===== src/rtl/wb_uart_pkg.sv =====
// Shared definitions for the Wishbone UART transmitter: register map, STATUS layout, shifter states.
package wb_uart_pkg;

  // Byte offsets of the registers relative to BASE_ADDR
  localparam logic [3:0] UART_DATA   = 4'h0;
  localparam logic [3:0] UART_STATUS = 4'h4;
  localparam logic [3:0] UART_DIV    = 4'h8;
  localparam logic [3:0] UART_CTRL   = 4'hC;

  // STATUS bit positions
  localparam int unsigned ST_BUSY      = 0;
  localparam int unsigned ST_FULL      = 1;
  localparam int unsigned ST_EMPTY     = 2;
  localparam int unsigned ST_OVF       = 3;
  localparam int unsigned ST_COUNT_LSB = 4;
  localparam int unsigned ST_COUNT_W   = 5;

  localparam int unsigned DIV_W   = 16;
  localparam logic [15:0] DIV_MIN = 16'd2;

  typedef enum logic [1:0] {
    TX_IDLE  = 2'd0,
    TX_START = 2'd1,
    TX_DATA  = 2'd2,
    TX_STOP  = 2'd3
  } tx_state_e;

endpackage


===== src/rtl/uart_tx_fifo.sv =====
// Byte FIFO for the UART transmitter; pop data and flags are combinational from the pointers.
module uart_tx_fifo #(
  parameter int unsigned DEPTH = 16
) (
  input  logic                       clk,
  input  logic                       rst,
  input  logic                       push,
  input  logic                       pop,
  input  logic [7:0]                 wdata,
  output logic [7:0]                 rdata_c,
  output logic                       full_c,
  output logic                       empty_c,
  output logic [$clog2(DEPTH):0]     count_c
);

  localparam int unsigned AW = $clog2(DEPTH);
  localparam int unsigned PW = AW + 1;

  if (DEPTH < 2 || (DEPTH & (DEPTH - 1)) != 0) begin : g_depth_check
    $error("uart_tx_fifo: DEPTH must be a power of 2 and at least 2");
  end

  logic [PW-1:0] wr_ptr;
  logic [PW-1:0] rd_ptr;
  logic [7:0]    mem [DEPTH];
  logic          do_pop;
  logic          do_push;

  assign empty_c = (wr_ptr == rd_ptr);
  assign full_c  = (wr_ptr[AW] != rd_ptr[AW]) && (wr_ptr[AW-1:0] == rd_ptr[AW-1:0]);
  assign count_c = wr_ptr - rd_ptr;
  assign rdata_c = mem[rd_ptr[AW-1:0]];

  // A pop in the same cycle frees the slot, so a push to a full FIFO still lands
  assign do_pop  = pop & ~empty_c;
  assign do_push = push & (~full_c | do_pop);

  always_ff @(posedge clk) begin
    if (rst) begin
      wr_ptr <= '0;
      rd_ptr <= '0;
    end else begin
      if (do_push) wr_ptr <= wr_ptr + PW'(1);
      if (do_pop)  rd_ptr <= rd_ptr + PW'(1);
    end
  end

  always_ff @(posedge clk) begin
    if (do_push) mem[wr_ptr[AW-1:0]] <= wdata;
  end

endmodule


===== src/rtl/wb_uart_tx.sv =====
// Wishbone slave UART transmitter (8N1, LSB first) with TX FIFO and drain interrupt.
// Define WB_UART_TX_IRQ_EN to enable CTRL.irq_en and irq_o; otherwise irq_o is tied low.
module wb_uart_tx
  import wb_uart_pkg::*;
#(
  parameter logic [31:0] BASE_ADDR  = 32'h1002_0000,
  parameter int unsigned FIFO_DEPTH = 16,
  parameter logic [15:0] DIV_RESET  = 16'd868
) (
  input  logic        wb_clk_i,
  input  logic        wb_rst_i,
  input  logic        wb_cyc_i,
  input  logic        wb_stb_i,
  input  logic        wb_we_i,
  input  logic [31:0] wb_adr_i,
  input  logic [3:0]  wb_sel_i,
  input  logic [31:0] wb_dat_i,
  output logic [31:0] wb_dat_o,
  output logic        wb_ack_o,
  output logic        tx_o,
  output logic        irq_o
);

  localparam int unsigned CW = $clog2(FIFO_DEPTH) + 1;

  // Bus side
  logic             ack_q;
  logic [31:0]      dat_q;
  logic             ovf_q;
  logic [DIV_W-1:0] div_q;
  logic             irq_en_q;
  logic             irq_en_d;
  logic             irq_q;
  logic             tx_q;

  logic             req_c;
  logic             hit_c;
  logic [3:0]       off_c;
  logic             wr_c;
  logic             push_req_c;
  logic             push_acc_c;
  logic             ovf_set_c;
  logic             ovf_clr_c;
  logic             div_wr_c;
  logic             ctrl_wr_c;
  logic [DIV_W-1:0] div_new_c;
  logic [31:0]      status_c;
  logic [31:0]      rdata_c;

  // FIFO
  logic             pop_c;
  logic [7:0]       fifo_rdata;
  logic             fifo_full;
  logic             fifo_empty;
  logic [CW-1:0]    fifo_count;
  logic [CW-1:0]    count_next_c;

  // Shifter
  tx_state_e        state_q, state_d;
  logic [DIV_W-1:0] timer_q, timer_d;
  logic [2:0]       bit_q, bit_d;
  logic [7:0]       shreg_q, shreg_d;
  logic [DIV_W-1:0] div_lat_q, div_lat_d;
  logic             tx_d;
  logic             busy_c;
  logic             irq_d;

  logic             unused_bus;
  assign unused_bus = ^{wb_adr_i[1:0], wb_sel_i[3:2], wb_dat_i[31:16]};

  assign wb_ack_o = ack_q;
  assign wb_dat_o = dat_q;
  assign tx_o     = tx_q;
  assign irq_o    = irq_q;

  // Ack is one cycle wide; a request seen during the ack cycle is ignored
  assign req_c      = wb_cyc_i & wb_stb_i & ~ack_q;
  assign hit_c      = (wb_adr_i[31:4] == BASE_ADDR[31:4]);
  assign off_c      = {wb_adr_i[3:2], 2'b00};
  assign wr_c       = req_c & hit_c & wb_we_i;
  assign push_req_c = wr_c & (off_c == UART_DATA) & wb_sel_i[0];
  assign ovf_clr_c  = wr_c & (off_c == UART_STATUS) & wb_sel_i[0] & wb_dat_i[ST_OVF];
  assign div_wr_c   = wr_c & (off_c == UART_DIV) & (|wb_sel_i[1:0]);
  assign ctrl_wr_c  = wr_c & (off_c == UART_CTRL) & wb_sel_i[0];

  assign push_acc_c = push_req_c & (~fifo_full | pop_c);
  assign ovf_set_c  = push_req_c & fifo_full & ~pop_c;

  assign div_new_c = {wb_sel_i[1] ? wb_dat_i[15:8] : div_q[15:8],
                      wb_sel_i[0] ? wb_dat_i[7:0]  : div_q[7:0]};

`ifdef WB_UART_TX_IRQ_EN
  assign irq_en_d = ctrl_wr_c ? wb_dat_i[0] : irq_en_q;

  always_ff @(posedge wb_clk_i) begin
    if (wb_rst_i) irq_en_q <= 1'b0;
    else          irq_en_q <= irq_en_d;
  end
`else
  logic unused_ctrl;
  assign unused_ctrl = ctrl_wr_c;
  assign irq_en_d    = 1'b0;
  assign irq_en_q    = 1'b0;
`endif

  uart_tx_fifo #(.DEPTH(FIFO_DEPTH)) u_fifo (
    .clk     (wb_clk_i),
    .rst     (wb_rst_i),
    .push    (push_req_c),
    .pop     (pop_c),
    .wdata   (wb_dat_i[7:0]),
    .rdata_c (fifo_rdata),
    .full_c  (fifo_full),
    .empty_c (fifo_empty),
    .count_c (fifo_count)
  );

  assign busy_c = (state_q != TX_IDLE);

  always_comb begin
    status_c = '0;
    status_c[ST_BUSY]  = busy_c;
    status_c[ST_FULL]  = fifo_full;
    status_c[ST_EMPTY] = fifo_empty;
    status_c[ST_OVF]   = ovf_q;
    status_c[ST_COUNT_LSB +: ST_COUNT_W] = ST_COUNT_W'(fifo_count);
  end

  always_comb begin
    rdata_c = '0;
    if (hit_c) begin
      case (off_c)
        UART_STATUS: rdata_c = status_c;
        UART_DIV:    rdata_c = {16'h0000, div_q};
        UART_CTRL:   rdata_c = {31'h0, irq_en_q};
        default:     rdata_c = '0;
      endcase
    end
  end

  // Bus registers
  always_ff @(posedge wb_clk_i) begin
    if (wb_rst_i) begin
      ack_q <= 1'b0;
      dat_q <= '0;
      ovf_q <= 1'b0;
      div_q <= DIV_RESET;
    end else begin
      ack_q <= req_c;
      dat_q <= req_c ? rdata_c : 32'h0;
      if (ovf_set_c)      ovf_q <= 1'b1;
      else if (ovf_clr_c) ovf_q <= 1'b0;
      if (div_wr_c) div_q <= (div_new_c < DIV_MIN) ? DIV_MIN : div_new_c;
    end
  end

  // Shifter next state; a frame's bit period is frozen at the pop
  always_comb begin
    state_d   = state_q;
    timer_d   = timer_q;
    bit_d     = bit_q;
    shreg_d   = shreg_q;
    div_lat_d = div_lat_q;
    pop_c     = 1'b0;
    unique case (state_q)
      TX_IDLE: begin
        if (!fifo_empty) begin
          pop_c     = 1'b1;
          shreg_d   = fifo_rdata;
          div_lat_d = div_q;
          timer_d   = div_q - 16'd1;
          state_d   = TX_START;
        end
      end
      TX_START: begin
        if (timer_q == 16'd0) begin
          timer_d = div_lat_q - 16'd1;
          bit_d   = 3'd0;
          state_d = TX_DATA;
        end else begin
          timer_d = timer_q - 16'd1;
        end
      end
      TX_DATA: begin
        if (timer_q == 16'd0) begin
          timer_d = div_lat_q - 16'd1;
          shreg_d = {1'b0, shreg_q[7:1]};
          if (bit_q == 3'd7) state_d = TX_STOP;
          else               bit_d   = bit_q + 3'd1;
        end else begin
          timer_d = timer_q - 16'd1;
        end
      end
      TX_STOP: begin
        if (timer_q == 16'd0) begin
          if (!fifo_empty) begin
            pop_c     = 1'b1;
            shreg_d   = fifo_rdata;
            div_lat_d = div_q;
            timer_d   = div_q - 16'd1;
            state_d   = TX_START;
          end else begin
            state_d = TX_IDLE;
          end
        end else begin
          timer_d = timer_q - 16'd1;
        end
      end
      default: state_d = TX_IDLE;
    endcase
  end

  always_comb begin
    tx_d = 1'b1;
    if (state_q == TX_START)     tx_d = 1'b0;
    else if (state_q == TX_DATA) tx_d = shreg_q[0];
  end

  // Interrupt is registered from next-cycle values so it rises with the return to IDLE
  assign count_next_c = fifo_count + CW'(push_acc_c) - CW'(pop_c);
  assign irq_d        = irq_en_d & (count_next_c == '0) & (state_d == TX_IDLE);

  always_ff @(posedge wb_clk_i) begin
    if (wb_rst_i) begin
      state_q   <= TX_IDLE;
      timer_q   <= '0;
      bit_q     <= '0;
      shreg_q   <= '0;
      div_lat_q <= DIV_RESET;
      tx_q      <= 1'b1;
      irq_q     <= 1'b0;
    end else begin
      state_q   <= state_d;
      timer_q   <= timer_d;
      bit_q     <= bit_d;
      shreg_q   <= shreg_d;
      div_lat_q <= div_lat_d;
      tx_q      <= tx_d;
      irq_q     <= irq_d;
    end
  end

endmodule


===== config.mk =====
export PLATFORM = sky130hd
export DESIGN_NAME = wb_uart_tx
export DESIGN_NICKNAME = d
export VERILOG_FILES = /design/src/rtl/wb_uart_pkg.sv /design/src/rtl/uart_tx_fifo.sv /design/src/rtl/wb_uart_tx.sv
export SDC_FILE = /design/constraint.sdc
export NUM_CORES = 1
export LEC_CHECK = 0
export ABC_AREA = 1
export BUFFER_PORTS_ARGS = -buffer_cell sky130_fd_sc_hd__buf_2
export CORE_MARGIN = 4
export CORE_UTILIZATION = 58
export CTS_CLUSTER_SIZE = 10
export DETAILED_ROUTE_END_ITERATION = 10
export PLACE_DENSITY_LB_ADDON = 0.15
export SYNTH_ARGS = -nofsm -noshare
export SYNTH_HDL_FRONTEND = slang
export SYNTH_SLANG_ARGS = --single-unit

===== constraint.sdc =====
create_clock -name wb_clk_i -period 2.9 [get_ports wb_clk_i]
set_input_delay 0.58 -clock wb_clk_i [delete_from_list [all_inputs] [get_ports wb_clk_i]]
set_output_delay 0.58 -clock wb_clk_i [all_outputs]
set_load 0.02 [all_outputs]

* Word-level counts from Yosys, hierarchy flattened
Memories as Yosys holds them, arrays and structs flattened. A register that Yosys moved wholly into a read port is not among the register bits.
Index checks and enable logic that the tools add are counted.
** Storage, ports and cells
- Bits in registers :: 106
- RAM bits :: 128
- Output and inout bits :: 35
- Logic and storage cells :: 112
- Memories kept :: 1
** Operators by class
- Add/subtract/negate cells :: 7
- $lt $le $gt $ge :: 1
- Equality and inequality tests :: 16
- Muxes and demuxes :: 37
- Bitwise logic cells :: 22
- Reductions and logical operators :: 16
** Memories
- u_fifo.mem :: depth 16, bits a word 8, read ports 1, clocked after Yosys merged registers in 1, wr ports 1, line uart_tx_fifo.sv:25 : logic [7:0] mem [DEPTH];
** Operators with widths (count)
- 2-to-1 mux 16 bit :: 6
- case mux 16 bit (2 select lines) :: 2
- case mux 16 bit (3 select lines) :: 1
- subtractor 16 x 1 -> 16 bit, second input constant :: 3
- 2-to-1 mux 8 bit :: 5
- equality test 28 x 25 -> 1 bit, second input constant :: 1
- case mux 8 bit (3 select lines) :: 1
- logical NOT 16 bit :: 1
- less-than comparator 16 x 2 -> 1 bit, second input constant :: 1
- AND 1 bit :: 15
- inequality test 2 bit, second input constant :: 6
- adder 5 x 1 -> 5 bit, second input constant :: 2
- 2-to-1 mux 2 bit :: 5
- 2-to-1 mux 1 bit :: 9
- 2-to-1 mux 3 bit :: 3
- 2-to-1 mux 4 bit :: 2
- case mux 2 bit (4 select lines) :: 1
- nonzero test 2 bit :: 4
- equality test 2 bit, second input constant :: 3
- inverter 1 bit :: 6
- case mux 3 bit (2 select lines) :: 1
- equality test 5 bit :: 1
- AND reduction 5 bit :: 1
- subtractor 5 bit :: 1
- other kinds (16) :: 18

* Logic depth before layout (Yosys ltp)
Gate-level depths: netlist of the first run.
- Word-level depth :: 9
- Mapped depth :: 13
- Depth with buffers taken out :: 13

* Hierarchy
A second synthesis of the first run with hierarchy kept.
** Unflattened totals
- Cells, all modules :: 1401
- Area, all modules :: 11446.0 um^2
** Modules (own cells, without submodules)
- uart_tx_fifo :: times used 1, cells an instance 585, area an instance 6209.7 um^2, seq. area each 4124.0 um^2
- wb_uart_tx :: times used 1, cells an instance 816, area an instance 5236.3 um^2, seq. area each 1601.5 um^2

* Worst setup path before layout of the first run
Ideal clock, no wire load.
- Path kind :: input -> register
- Start point :: in wb_adr_i[31]
- End point :: mem u_fifo.mem[4][0] (enable)
- Library setup time :: 0.370 ns
- Arrival :: 1.956 ns
- Required time :: 2.530 ns
- Slack :: 0.573 ns
- Stages :: 10
- Buffers on the path :: 0
- Cells stage by stage :: nor2_1 -> inv_1 -> nor2_2 -> nand2_1 -> nor2_1 -> nand3_1 -> nor2_1 -> and2_4 -> nand2_4 -> nor2_1
** Between the ends
- Cells in the longest elaborated chain, start to end :: 8
** Ends and longest elaborated chain
- start: declaration :: line wb_uart_tx.sv:15 : input logic [31:0] wb_adr_i,
- equality test 28 x 25 -> 1 bit :: line wb_uart_tx.sv:78 : assign hit_c = (wb_adr_i[31:4] == BASE_ADDR[31:4]);
- AND 1 bit (2 in a row) :: line wb_uart_tx.sv:80 : assign wr_c = req_c & hit_c & wb_we_i;
- AND 1 bit (2 in a row) :: line wb_uart_tx.sv:81 : assign push_req_c = wr_c & (off_c == UART_DATA) & wb_sel_i[0];
- AND 1 bit :: line uart_tx_fifo.sv:36 : assign do_push = push & (~full_c | do_pop);
- 2-to-1 mux 1 bit :: line uart_tx_fifo.sv:49 : if (do_push) mem[wr_ptr[AW-1:0]] <= wdata;
- 2-to-1 mux 1 bit (implied by the code) :: line uart_tx_fifo.sv:49
- end: declaration :: line uart_tx_fifo.sv:25
No other way between the ends.

* Worst setup path in the final report of the first run
- Start point :: reg u_fifo.wr_ptr[0]
- End point :: mem u_fifo.mem[5][6] (enable)
** Between the ends
- Cells in the longest elaborated chain, start to end :: 9
- Elaborated cells between the ends (all ways) :: 13
** Ends and longest elaborated chain
- start: declaration :: line uart_tx_fifo.sv:23 : logic [PW-1:0] wr_ptr;
- start signal: assignment :: line uart_tx_fifo.sv:43 : if (do_push) wr_ptr <= wr_ptr + PW'(1);
- equality test 5 bit :: line uart_tx_fifo.sv:29 : assign empty_c = (wr_ptr == rd_ptr);
- 2-to-1 mux 1 bit :: line wb_uart_tx.sv:167, wb_uart_tx.sv:196
- 2-to-1 mux 1 bit :: line wb_uart_tx.sv:195 : if (timer_q == 16'd0) begin
- case mux 1 bit (2 select lines) :: line wb_uart_tx.sv:165 : unique case (state_q)
- AND 1 bit :: line uart_tx_fifo.sv:35 : assign do_pop = pop & ~empty_c;
- OR 1 bit :: line uart_tx_fifo.sv:36
- AND 1 bit :: line uart_tx_fifo.sv:36
- 2-to-1 mux 1 bit :: line uart_tx_fifo.sv:49
- 2-to-1 mux 1 bit (implied by the code) :: line uart_tx_fifo.sv:49
Parallel ways exist; a longest one is shown, timed or not.

==> results, run 1 <==
- The final count of negative-setup-slack endpoints is 0.
- The effective utilization at floorplan is 59.6%.
- The floorplan step defined a die boundary enclosing 0.0218 sq mm.
- Of all flip-flops after synthesis, the portion carrying an async set or reset was 0%.
- The first global-routing pass estimated 43200 um of wire.
- After detailed routing, the number of remaining DRC violations is 0.
- Clock tree synthesis inserted a total of 26 buffers.
- The total wire length is 26700 um.
- The clock-pin slew on the worst setup and hold paths is 60 ps.
- The run finished with clean final reports.
- After synthesis, the mean cell area works out to 8.42 sq um.
- The antenna cell count is 0.
- The number of failing hold endpoints at the final stage came to 0.
- Detailed placement ended at an HPWL of 18400 um.
- The placed cell area is 0.0119 sq mm.
- The aggregate global routing overflow is 0.
- The congestion estimate from routability-driven global placement came to 0.863.
- The number of flops mapped to enable cells by yosys is 128.
- For the worst setup path, the data required time is 3160 ps.
- Entering global routing, the biggest net connects 74 pins.
- The total number of placement rows is 50.
- The biggest fanout along the worst timing path is 12.
- The number of max-cap violations is 0.
- For the final database, setup skew stands at 17.7 ps.
- The number of placed instances, taps included is 1648.
- The root buffer cell chosen for the clock tree is clkbuf_16.
- Hold timing on the final database bottoms out at a slack of 315 ps.
- The via density per instance is 5.46.
- The kind of end point of the critical path is a flip-flop.
- The post-CTS repair timing setup buffer count is 0.
- The number of buffers inserted for hold repair after clock tree synthesis is 0.
- The non-filler instance count after layout is 1693.
- The remaining antenna violation count after routing is 0.
- The final-layout setup total negative slack is 0 ps.
- Summing over every cut layer, the via total after detailed routing is 9250.
- The sequential fraction of the synthesis area is 50.7%.
- The number of buffers on the longest clock path is 3.
- The analysis attributes to cell leakage a power of 5.13 nW.
- The count of synthesis-stage warnings from yosys is 0.
- The final worst-path setup slack is 310 ps.
- The achievable frequency is 386 MHz.
- TritonCTS built the clock tree.
- Power spread over the standard cell area amounts to 861 mW/mm^2.
- In the final layout, the share of cells above drive strength 1 is 11.8%.
- The count of different cell masters after synthesis is 51.
- Cells fill 66.6% of the core in the end.
- The die width is 148 um.
- The clock drives 222 sinks.
- Once layout is done, the placed cells without fillers occupy 0.0126 sq mm.
- In the global route stage, overall resource usage came out at 24.3%.
- The floorplan step defined a core boundary enclosing 0.0190 sq mm.
- The max-slew violation count was 0.
- The routed wire length per instance is 15.8 um.
- The cell area that synthesis handed to floorplanning was 0.0113 sq mm.
- The number of gates resized after CTS was 0.
- The most used flip-flop cell after synthesis is edfxtp_1.
- Setup repair after global routing left no endpoint under its margin.
- The source-to-sink clock delay at the later pin of the worst-skew pair is 520 ps.
- The pre-CTS setup slack is 370 ps.
- The type of the worst min-delay path is primary input to flip-flop.
- The growth of design area from synthesis to finish is 11.8%.
- The number of buffers added on ports is 70.
- In the synthesized netlist, the number of instances is 1342.
- The worst slew slack as a fraction of its limit is 55.4%.
- The worst setup path is launched from a flip-flop.
- The via count of the first global-routing pass was 8654.
- Across the VDD grid, the largest voltage drop is 0.579 mV.
- The net count of the finished layout is 1512.
- For the pin with the worst max-slew slack, the measured transition is 669 ps.
- The signal arrival time at the worst endpoint is 2850 ps.
- The maximum level of the CTS H-tree is 1.
- The sum of internal, switching and leakage power is 10.9 mW.
- The post-layout minimum cycle time is 2590 ps.
- The count of routing violations after the opening detailed-route iteration is 891.
- The first detailed-routing pass ran for 5 iterations.
- The critical path in this run is classified as flip-flop to flip-flop.
- The number of antenna violations at the first check in global routing is 0.
- The register bit count reported by yosys is 222.
- The number of I/O pins is 108.
- The die boundary height is 148 um.
- The worst path uses 89.3% of the clock period.
==> cells by family after synthesis <==
| group | count (synthesis) | share of synthesized area (%) |
|---|---|---|
| and+or+nand+nor | 544 | 21.4 |
| xor gates and xnor gates | 19 | 1.54 |
| adders and majority gates | 23 | 2.61 |
| DFF | 222 | 50.7 |
| buffers and inverters | 244 | 9.15 |
| AOI/OAI and AO/OA | 289 | 14.6 |
| other | 1 | 0.0332 |
==> per-layer routing <==
metal	wire (um)	share of wire (%)	vias up	track usage, %
li1	-	-	4623	-
met1	12100	45	4244	35.6
met2	12100	45	343	38.3
met3	2120	7.9	40	4.08
met4	476	1.8	0	5.27
met5	0	0	-	0
==> cells in the mapped netlist, drive strengths merged, types with 9 or more instances <==
cell	n	area, sq um
nor3	20	115
inv	174	653
ha	22	275
nor2	148	611
nand4	9	71.3
o21ai	110	554
edfxtp	128	3840
xor2	12	105
buf	39	264
dfxtp	94	1880
clkbuf	30	113
nand3	117	603
o211ai	45	352
a21oi	108	548
nand2	244	978
==> power by group <==
| group | switching [mW] | internal, mW | total, mW | leakage [nW] |
|---|---|---|---|---|
| registers | 0.372 | 3.62 | 3.99 | 1.91 |
| logic | 2.64 | 1.38 | 4.02 | 2.87 |
| clock network | 1.20 | 1.66 | 2.87 | 0.352 |
| total | 4.21 | 6.66 | 10.9 | 5.13 |
==> critical path: stages (launching register included) <==
cell and delay (ps):
dfxtp_1 410, inv_1 120, ha_1 290, inv_1 60
nor3_2 210, nand2_1 110, inv_2 260, nor2_4 90
nand2_4 160, nand2_4 100, and2_4 190, nand2_4 90
nor2_1 40, buf_4 180
==> state kept, by name (all words and copies together), names as in the netlist, named ones only <==
| name | flops |
|---|---|
| u_fifo.wr_ptr | 5 |
| ovf_q | 1 |
| timer_q | 16 |
| u_fifo.rd_ptr | 5 |
| shreg_q | 8 |
| div_lat_q | 16 |
| wb_dat_o | 16 |
| wb_ack_o | 1 |
| state_q | 2 |
| div_q | 16 |
| u_fifo.mem | 128 |
| bit_q | 3 |
| tx_o | 1 |
==> path summary, 6_finish.rpt <==
kind | from | endpoint | slack (ps) | cells past startpoint
max reg2reg | u_fifo.wr_ptr[0]$_SDFFE_PP0P_ | u_fifo.mem[5][6]$_DFFE_PP_ | 310 | 13
min | wb_stb_i | wb_ack_o$_SDFF_PP0_ | 310 | 3
max | u_fifo.wr_ptr[0]$_SDFFE_PP0P_ | u_fifo.mem[5][6]$_DFFE_PP_ | 310 | 13
min reg2reg | wb_ack_o$_SDFF_PP0_ | wb_ack_o$_SDFF_PP0_ | 460 | 1
==> placed cells by master (no fill, tap or decap), types with 3 or more instances in the layout <==
| master | count |
|---|---|
| clkbuf_1 | 16 |
| nor3_1 | 17 |
| nand2_4 | 7 |
| xnor2_1 | 6 |
| clkbuf_16 | 26 |
| nor2_4 | 7 |
| xor2_1 | 12 |
| nand2_1 | 233 |
| inv_1 | 167 |
| conb_1 | 17 |
| nor3_2 | 3 |
| nor2_1 | 140 |
| nand4_1 | 8 |
| buf_2 | 70 |
| a22oi_1 | 3 |
| o21ai_0 | 104 |
| o21a_1 | 3 |
| a211oi_1 | 4 |
| nand2_2 | 4 |
| a31oi_1 | 5 |
| dfxtp_1 | 92 |
| a21oi_1 | 106 |
| edfxtp_1 | 128 |
| ha_1 | 22 |
| o21bai_1 | 3 |
| inv_2 | 7 |
| o211ai_1 | 44 |
| nand3_1 | 115 |
| buf_4 | 28 |
| o21ai_1 | 5 |
| o22ai_1 | 3 |
==> layout make-up <==
class                      instances  area [sq um]
clock inverter                     3          25.0
timing repair buffer              99           581
fill                            1567          6330
multi-input combinational        892          4600
tap                              260           325
sequential                       222          5730
inverter                         175           657
clock buffer                      42           711
No activity file was read; power rests on OpenSTA's default activity.
==> inputs of run 2 (changes only) <==
CTS_CLUSTER_SIZE = 40   (was 10)
PLACE_DENSITY_LB_ADDON = 0.3   (was 0.15)
==> run 2 against run 1 <==
Net effect:
- utilization increased by 0.22 points
- first-iteration DRC count grew 0.34%
- sequential share of layout area shrank 0.15 points
- sequential power about the same
- via count rose by 0.79%
- largest cell class unchanged
- combinational power about the same
- total power increased by 0.86%
- worst hold slack worse by 1.8 ps
- cell area rose by 0.34%
- register-to-register slack about the same
- sequential cell count stayed put
==> results, run 2 (synthesis gave the netlist of run 1 again) <==
- The flow ran to the end, and the final reports show no timing, DRC or antenna violations.
- The transition time at the pin with the least slew margin is 594 ps.
- The number of failing hold endpoints at the final stage is 0.
- Per report_power, the sequential group accounts for 36.7% of the total.
- Of the cells placed in the final design, the portion with a size suffix greater than 1 is 12.3%.
- The max-slew violation count is 0.
- The worst setup path is launched from a flip-flop.
- The highest routed metal layer is met4.
- Across the routed clock network, the largest skew measured is 14.8 ps.
- The total via count in the routed design is 9323.
- In this run the standard cell core region covers 0.0190 sq mm.
- The met1 wire length is 11800 um.
- The final period utilization is 89.2%.
- Headroom to the max-slew limit came out at 60.3%.
- The critical path data required time is 3170 ps.
- Measured on the finished design, the core utilization comes to 66.9%.
- At the worst endpoint, the arrival time is 2860 ps.
- The buffer type at the clock tree root is clkbuf_16.
- The total number of placement rows is 50.
- The repair_antennas step left the layout with diodes totalling 0.
- The total number of clock tree sinks is 222.
- Summed over all nets, the half-perimeter wirelength after detailed placement is 18700 um.
- The via density per instance is 5.51.
- Entering global routing, the biggest net connects 57 pins.
- Wires add up to 27100 um.
- The first global-routing pass estimated 43500 um of wire.
- The internal portion of the total power is 6.73 mW.
- The post-cts sizing count is 0.
- The length of routed met2 wiring is 12200 um.
- For this design the top-level I/O count stands at 108.
- The final-layout worst hold slack is 313 ps.
- Combinational logic is responsible for 36.5% of the overall power.
- The remaining antenna violation count after routing is 0.
- The routability congestion estimate from global placement is 0.897.
- The number of buffers inserted for hold repair after clock tree synthesis is 0.
- The clock-pin slew on the worst setup and hold paths is 60 ps.
- The clock network burns 26.8% of the power.
- The number of antenna violations at the first check in global routing was 0.
- The register with the most flip-flops in the layout has 128 of them.
- The aggregate global routing overflow is 0.
- Once the floorplan was initialized, standard cells occupied 59.6% of the core.
- The biggest fanout along the worst timing path is 12.
- The total routing resource utilization after global routing is 24.5%.
- The maximum level of the CTS H-tree is 1.
- Across the run, the number of max-cap violations was 0.
- In this run switching power makes up 38.7% of total power.
- The cell area power density is 866 mW/mm^2.
- The source-to-sink clock delay at the later pin of the worst-skew pair is 520 ps.
- The die covers 0.0218 sq mm.
- Before antenna repair, the detailed router went through 5 iterations.
- The final-layout setup total negative slack is 0 ps.
- The worst setup path is of the flip-flop to flip-flop kind.
- TritonCTS built the clock tree.
- The DRC violation count after routing is 0.
- Port buffering added 70 buffers.
- In the detailed route, the total length drawn on met3 is 2550 um.
- Setup repair after global routing left no endpoint under its margin.
- Timing would allow up to 386 MHz.
- The library cell used most frequently in the layout, excluding fill and tap cells, is nand2_1.
- The switching power total is 4.24 mW.
- In this run the static leakage power is 5.16 nW.
- The number of buffers on the longest clock path is 3.
- The net count of the finished layout is 1511.
- The library cells used most frequently in the layout, excluding fill and tap cells, are nand2_1, inv_1, nor2_1.
- The post-layout minimum cycle time is 2590 ps.
- The min-delay analysis places its worst path in the category primary input to flip-flop.
- The die is 148 um wide.
- Dividing the detail-routed wire length by the instance count gives 16.0 um.
- After the first detailed-routing iteration, the DRC count stood at 894.
- The die boundary height is 148 um.
- Clock tree synthesis inserted a total of 24 buffers.
- The growth of design area from synthesis to finish is 12.1%.
- The final-layout fill cell count is 1516.
- In this run the post-CTS setup repair buffer count came out at 0.
- The largest voltage drop on the vdd net is 0.516 mV.
- The via count of the first global-routing pass was 8641.
- Setup violations remaining at the end of the flow were counted as 0.
- The kind of end point of the critical path is a flip-flop.
-- run 2: changes by cell type in the layout (fill, tap and decap cells not counted), sizes merged --
cell and change:
clkinv +5, bufinv +1, buf +1, clkbuf -9, clkinvlp +1
-- run 2: layout make-up --
type	count	area [sq um]	area share, %
clock buffer	33	684	5.40
clock inverter	10	86.3	0.681
inverter	175	657	5.18
multi-input combinational	892	4600	36.3
sequential	222	5730	45.2
tap	260	325	2.57
timing repair buffer	100	588	4.64
-- run 2: worst paths after layout --
path | slack, ps | cells past startpoint | start | end
hold reg to reg | 450 | 1 | wb_ack_o$_SDFF_PP0_ | wb_ack_o$_SDFF_PP0_
setup / recovery | 310 | 13 | u_fifo.wr_ptr[0]$_SDFFE_PP0P_ | u_fifo.mem[5][6]$_DFFE_PP_
setup reg to reg | 310 | 13 | u_fifo.wr_ptr[0]$_SDFFE_PP0P_ | u_fifo.mem[5][6]$_DFFE_PP_
hold / removal | 310 | 3 | wb_stb_i | wb_ack_o$_SDFF_PP0_
-- run 2: critical path, stage by stage, from the launching register on --
cell and delay (ps):
dfxtp_1 410, inv_1 120, ha_1 290, inv_1 50, nor3_2 200, nand2_1 110, inv_2 270, nor2_4 90
nand2_4 170, nand2_4 110, and2_4 190, nand2_4 80, nor2_1 50, buf_4 170
-- run 2: metrics by stage --
| step | std cells | power, mW | setup slack, ps | area, sq um |
|---|---|---|---|---|
| 2_1_floorplan | 1358 | 7.16 | 573 | 11400 |
| 3_3_place_gp | 1649 | 7.88 | 345 | 11900 |
| 3_5_place_dp | 1649 | 7.99 | 302 | 11900 |
| 4_1_cts | 1692 | 10.9 | 342 | 12700 |
| 5_1_grt | 1692 | 11.7 | 116 | 12700 |
| 6_report | 1692 | 11.0 | 313 | 12700 |
-- run 2: power groups by stage --
stage               clock, mW  combinational [mW]  sequential [mW]
finish                   2.94                4.01             4.02
global route             3.13                4.49             4.08
CTS                      2.97                3.95             4.02
detailed placement          0                3.91             4.08
global placement            0                3.82             4.06
floorplan                   0                3.31             3.86
-- run 2: per-layer routing --
layer	GRT usage (%)	vias up
met3	4.66	44
met2	38.7	390
met1	34.9	4273
met4	6.62	0
met5	0	-
li1	-	4616
==> inputs of run 3 (changes only) <==
ABC_AREA = not set   (was 1)
BUFFER_PORTS_ARGS = -buffer_cell sky130_fd_sc_hd__buf_4   (was -buffer_cell sky130_fd_sc_hd__buf_2)
==> run 3 against run 2 <==
Net effect:
- first-iteration DRC count is 13% lower
- critical path depth is 5 lower
- clock skew is 7.7 ps lower
- largest cell class unchanged
- largest power group unchanged
==> results, run 3 <==
- Of the available clock period, the critical path in the final layout requires 95.0%.
- Input and output buffers added on the ports amount to 70.
- The effective utilization at floorplan is 59.8%.
- The net count of the finished layout is 1055.
- The kind of critical path is flip-flop to flip-flop.
- The non-filler instance count after layout is 1200.
- The worst slew slack as a fraction of its limit is 49.2%.
- The flow ran to the end, and the final reports show no timing, DRC or antenna violations.
- The most common cell in the netlist is edfxtp_1.
- Yosys mapped the design onto 66 distinct sky130hd cell types.
- Counting flops with an async set or reset pin after synthesis yields a share of 0%.
- Adding up every negative setup slack in the final design gives 0 ps.
- The finished layout cell area is 0.0121 sq mm.
- The launch point of the critical path is timer_q[0]$_SDFF_PP0_.
- In the final layout, the share of cells above drive strength 1 is 20.6%.
- In this run the critical register-to-register path is captured at u_fifo.mem[4][2]$_DFFE_PP_.
- The floorplan has 48 rows.
- The final-layout worst hold slack is 276 ps.
- The number of failing hold endpoints at the final stage is 0.
- The pre-CTS setup slack is 8.01 ps.
- Clock tree synthesis found a total of 222 sinks.
- The final layout contains routed wiring with a total length of 25300 um.
- The aggregate global routing overflow is 0.
- The per-instance average area after synthesis is 12.1 sq um.
- The number of buffers on the longest clock path is 3.
- The total via count in the routed design is 7526.
- The worst stage delay on the critical path is 490 ps.
- The depth of the critical timing path with buffers and inverters included is 8.
- The top cell types in the final layout, fill and taps aside, are edfxtp_1, buf_4, dfxtp_1.
- The remaining antenna violation count after routing is 0.
- The simple-gate area share of the yosys netlist is 14.7%.
- Setup repair after global routing left no endpoint under its margin.
- The filler cells instantiated in the layout total 1194.
- Between clock sinks in the finished design, the worst skew comes to 7.12 ps.
- The largest family of logic cells by synthesized area is simple AND/OR/NAND/NOR gates.
- For the worst setup path, the data required time is 3060 ps.
- The floorplan step defined a die boundary enclosing 0.0203 sq mm.
- The first global-routing pass estimated 40000 um of wire.
- Once placement finished, the instance area stood at 0.0114 sq mm.
- The startpoint identified for the worst register-to-register timing path is timer_q[0]$_SDFF_PP0_.
- The source-to-sink clock delay at the later pin of the worst-skew pair is 520 ps.
- The antenna cell count is 0.
- Across all register-to-register paths, the minimum setup slack is 140 ps.
- In this run the biggest area consumer among cell types represents 36.6% of the synthesized area.
- The synthesized design contains 128 enable-type register cells.
- The die width is 143 um.
- The final count of negative-setup-slack endpoints is 0.
- Of the total synthesized cell area, the portion taken by full adders, half adders and majority gates is 2.81%.
- The count of synthesis-stage warnings from yosys is 0.
- The number of max-cap violations is 0.
- Counting both buffers and inverters, the worst setup path holds a total of 2.
- The standby leakage power is 4.22 nW.
- The clock period could shrink to 2760 ps.
- Registers take 0.00573 sq mm.
- Clock-pin slew was measured on the worst setup and hold paths at 60 ps.
- The register bit count reported by yosys is 222.
- The multi-input combinational cells in the finished layout cover a total of 0.00442 sq mm.
- Data on the critical path arrives at its endpoint at 2920 ps.
- Using the TritonRoute via totals, the vias-per-cell ratio works out to 6.27.
- The buffer type at the clock tree root is clkbuf_16.
- The portion of synthesized area spent on multiplexers is 11.5%.
- The summed instance area of the synthesized netlist is 0.0105 sq mm.
- The number of cells on the worst reg-to-reg path is 8.
- The biggest fanout along the worst timing path is 15.
- For this run, design rule violations remaining after detail routing come to 0.
- Ranked by instance count, the synthesized netlist is headed by edfxtp_1, dfxtp_1, nor2_1.
- The number of buffers inserted during clock tree synthesis is 23.
- The routed wire length per instance is 21.1 um.
- The via count of the first global-routing pass came to 7268.
- Global routing used 25.3% of the available tracks across all layers.
- The achievable frequency is 363 MHz.
- In the post-synthesis netlist, the biggest area contributors are edfxtp_1, dfxtp_1, mux4_2, mux2i_1, nor2_1.
- The largest voltage drop on the vdd net is 0.650 mV.
- The post-synthesis cell count is 865.
- The sum of internal, switching and leakage power is 8.34 mW.
- The sequential fraction of the synthesis area is 54.6%.
- The first TritonRoute pass finished after 5 iterations.
- The growth of design area from synthesis to finish is 15.7%.
- The maximum number of pins on one net before global-route repair is 40.
- The final worst-path setup slack is 145 ps.
- The type of the worst min-delay path is primary input to flip-flop.
- The most used flip-flop cell after synthesis is edfxtp_1.
- Once layout is complete, the utilization of the core stands at 69.2%.
- The kind of cell adding the most delay to the critical path is simple AND/OR/NAND/NOR gates.
- The critical path ends at u_fifo.mem[4][2]$_DFFE_PP_.
- The critical path launch point type is a flip-flop.
- Once the clock tree was built, the resizer swapped 0 gates to a different size.
- In this run the post-CTS setup repair buffer count came out at 0.
- The first routing iteration left 776 violations.
- During I/O placement, the number of pins put on the boundary was 108.
- The most common cell after layout, fill and taps aside is edfxtp_1.
- The share of the synthesized area in compound gates (AO/OA/AOI/OAI) is 9.18%.
- The number of placed instances, taps included, is 1159.
- The TritonCTS clock tree is done.
- For this design the ratio of total power to cell area is 687 mW/mm^2.
- The kind of end point of the critical path is a flip-flop.
- The synthesized netlist devotes 3.25% of its cell area to XOR and XNOR gates.
- The dominant cell type by area after synthesis is edfxtp_1.
- CTS built an H-tree with a depth of 1.
- After legalization and detailed placement, the total HPWL measured 17300 um.
- In this run the standard cell core region covers 0.0175 sq mm.
- The number of antenna violations at the first check in global routing is 1.
- Routability-driven placement finished with a final weighted congestion of 0.906.
- Traced cell by cell, the critical path runs through inv_1 -> ha_1 -> nor4b_1 -> nand4_2 -> o21a_1 -> nor2_1 -> buf_4 -> and3_1.
- Measured along the y axis, the die boundary spans 143 um.
- The cell with the largest stage delay on the worst path is and3_1.
- At the pin with the least slew margin, the transition time is 762 ps.
- The max-slew violation count is 0.
- The number of flip-flops under the largest register name is 128.
- The number of buffers inserted for hold repair after clock tree synthesis is 0.
run 3: worst min-delay path by stage:
stage | cells after the start | startpoint | to | slack [ps]
5_1_grt | 2 | wb_dat_i[8] | div_q[8]$_SDFFE_PP1P_ | 270
6_report | 2 | wb_dat_i[8] | div_q[8]$_SDFFE_PP1P_ | 280
4_1_cts | 2 | wb_dat_i[9] | div_q[9]$_SDFFE_PP1P_ | 270
3_3_place_gp | 2 | bit_q[2]$_SDFFE_PP0P_ | bit_q[2]$_SDFFE_PP0P_ | 440
2_1_floorplan | 2 | bit_q[1]$_SDFFE_PP0P_ | bit_q[1]$_SDFFE_PP0P_ | 440
3_5_place_dp | 2 | bit_q[2]$_SDFFE_PP0P_ | bit_q[2]$_SDFFE_PP0P_ | 450
run 3: metal layers:
| layer | GRT usage, % | up-vias | wire length, um | share of wire [%] |
|---|---|---|---|---|
| met5 | 0 | - | 13 | 0.051 |
| met4 | 6.45 | 2 | 489 | 1.9 |
| met3 | 5.75 | 49 | 2520 | 9.9 |
| met2 | 40.1 | 386 | 11900 | 47 |
| met1 | 35.7 | 3618 | 10400 | 41 |
| li1 | - | 3471 | - | - |
run 3: cells by family (layout without fill, tap and decap cells):
kind of cell,Yosys count,after routing
and+or+nand+nor,283,283
DFF,222,222
AOI/OAI and AO/OA,138,138
buffers and inverters,88,182
muxes,71,71
xor gates and xnor gates,39,39
adders and majority gates,23,23
other,1,17
run 3: layout make-up:
type	instances	area share, %
Tap cell	225	2.32
Clock inverter	8	0.927
Multi-Input combinational cell	571	36.4
Inverter	26	0.804
Timing Repair Buffer	115	7.21
Sequential cell	222	47.2
Clock buffer	33	5.21
run 3: power by group:
part           internal [mW]  switching (mW)  total, mW
combinational          0.796            1.18       1.98
clock                   1.71            1.19       2.90
sequential              3.39          0.0743       3.47
total                   5.90            2.44       8.34
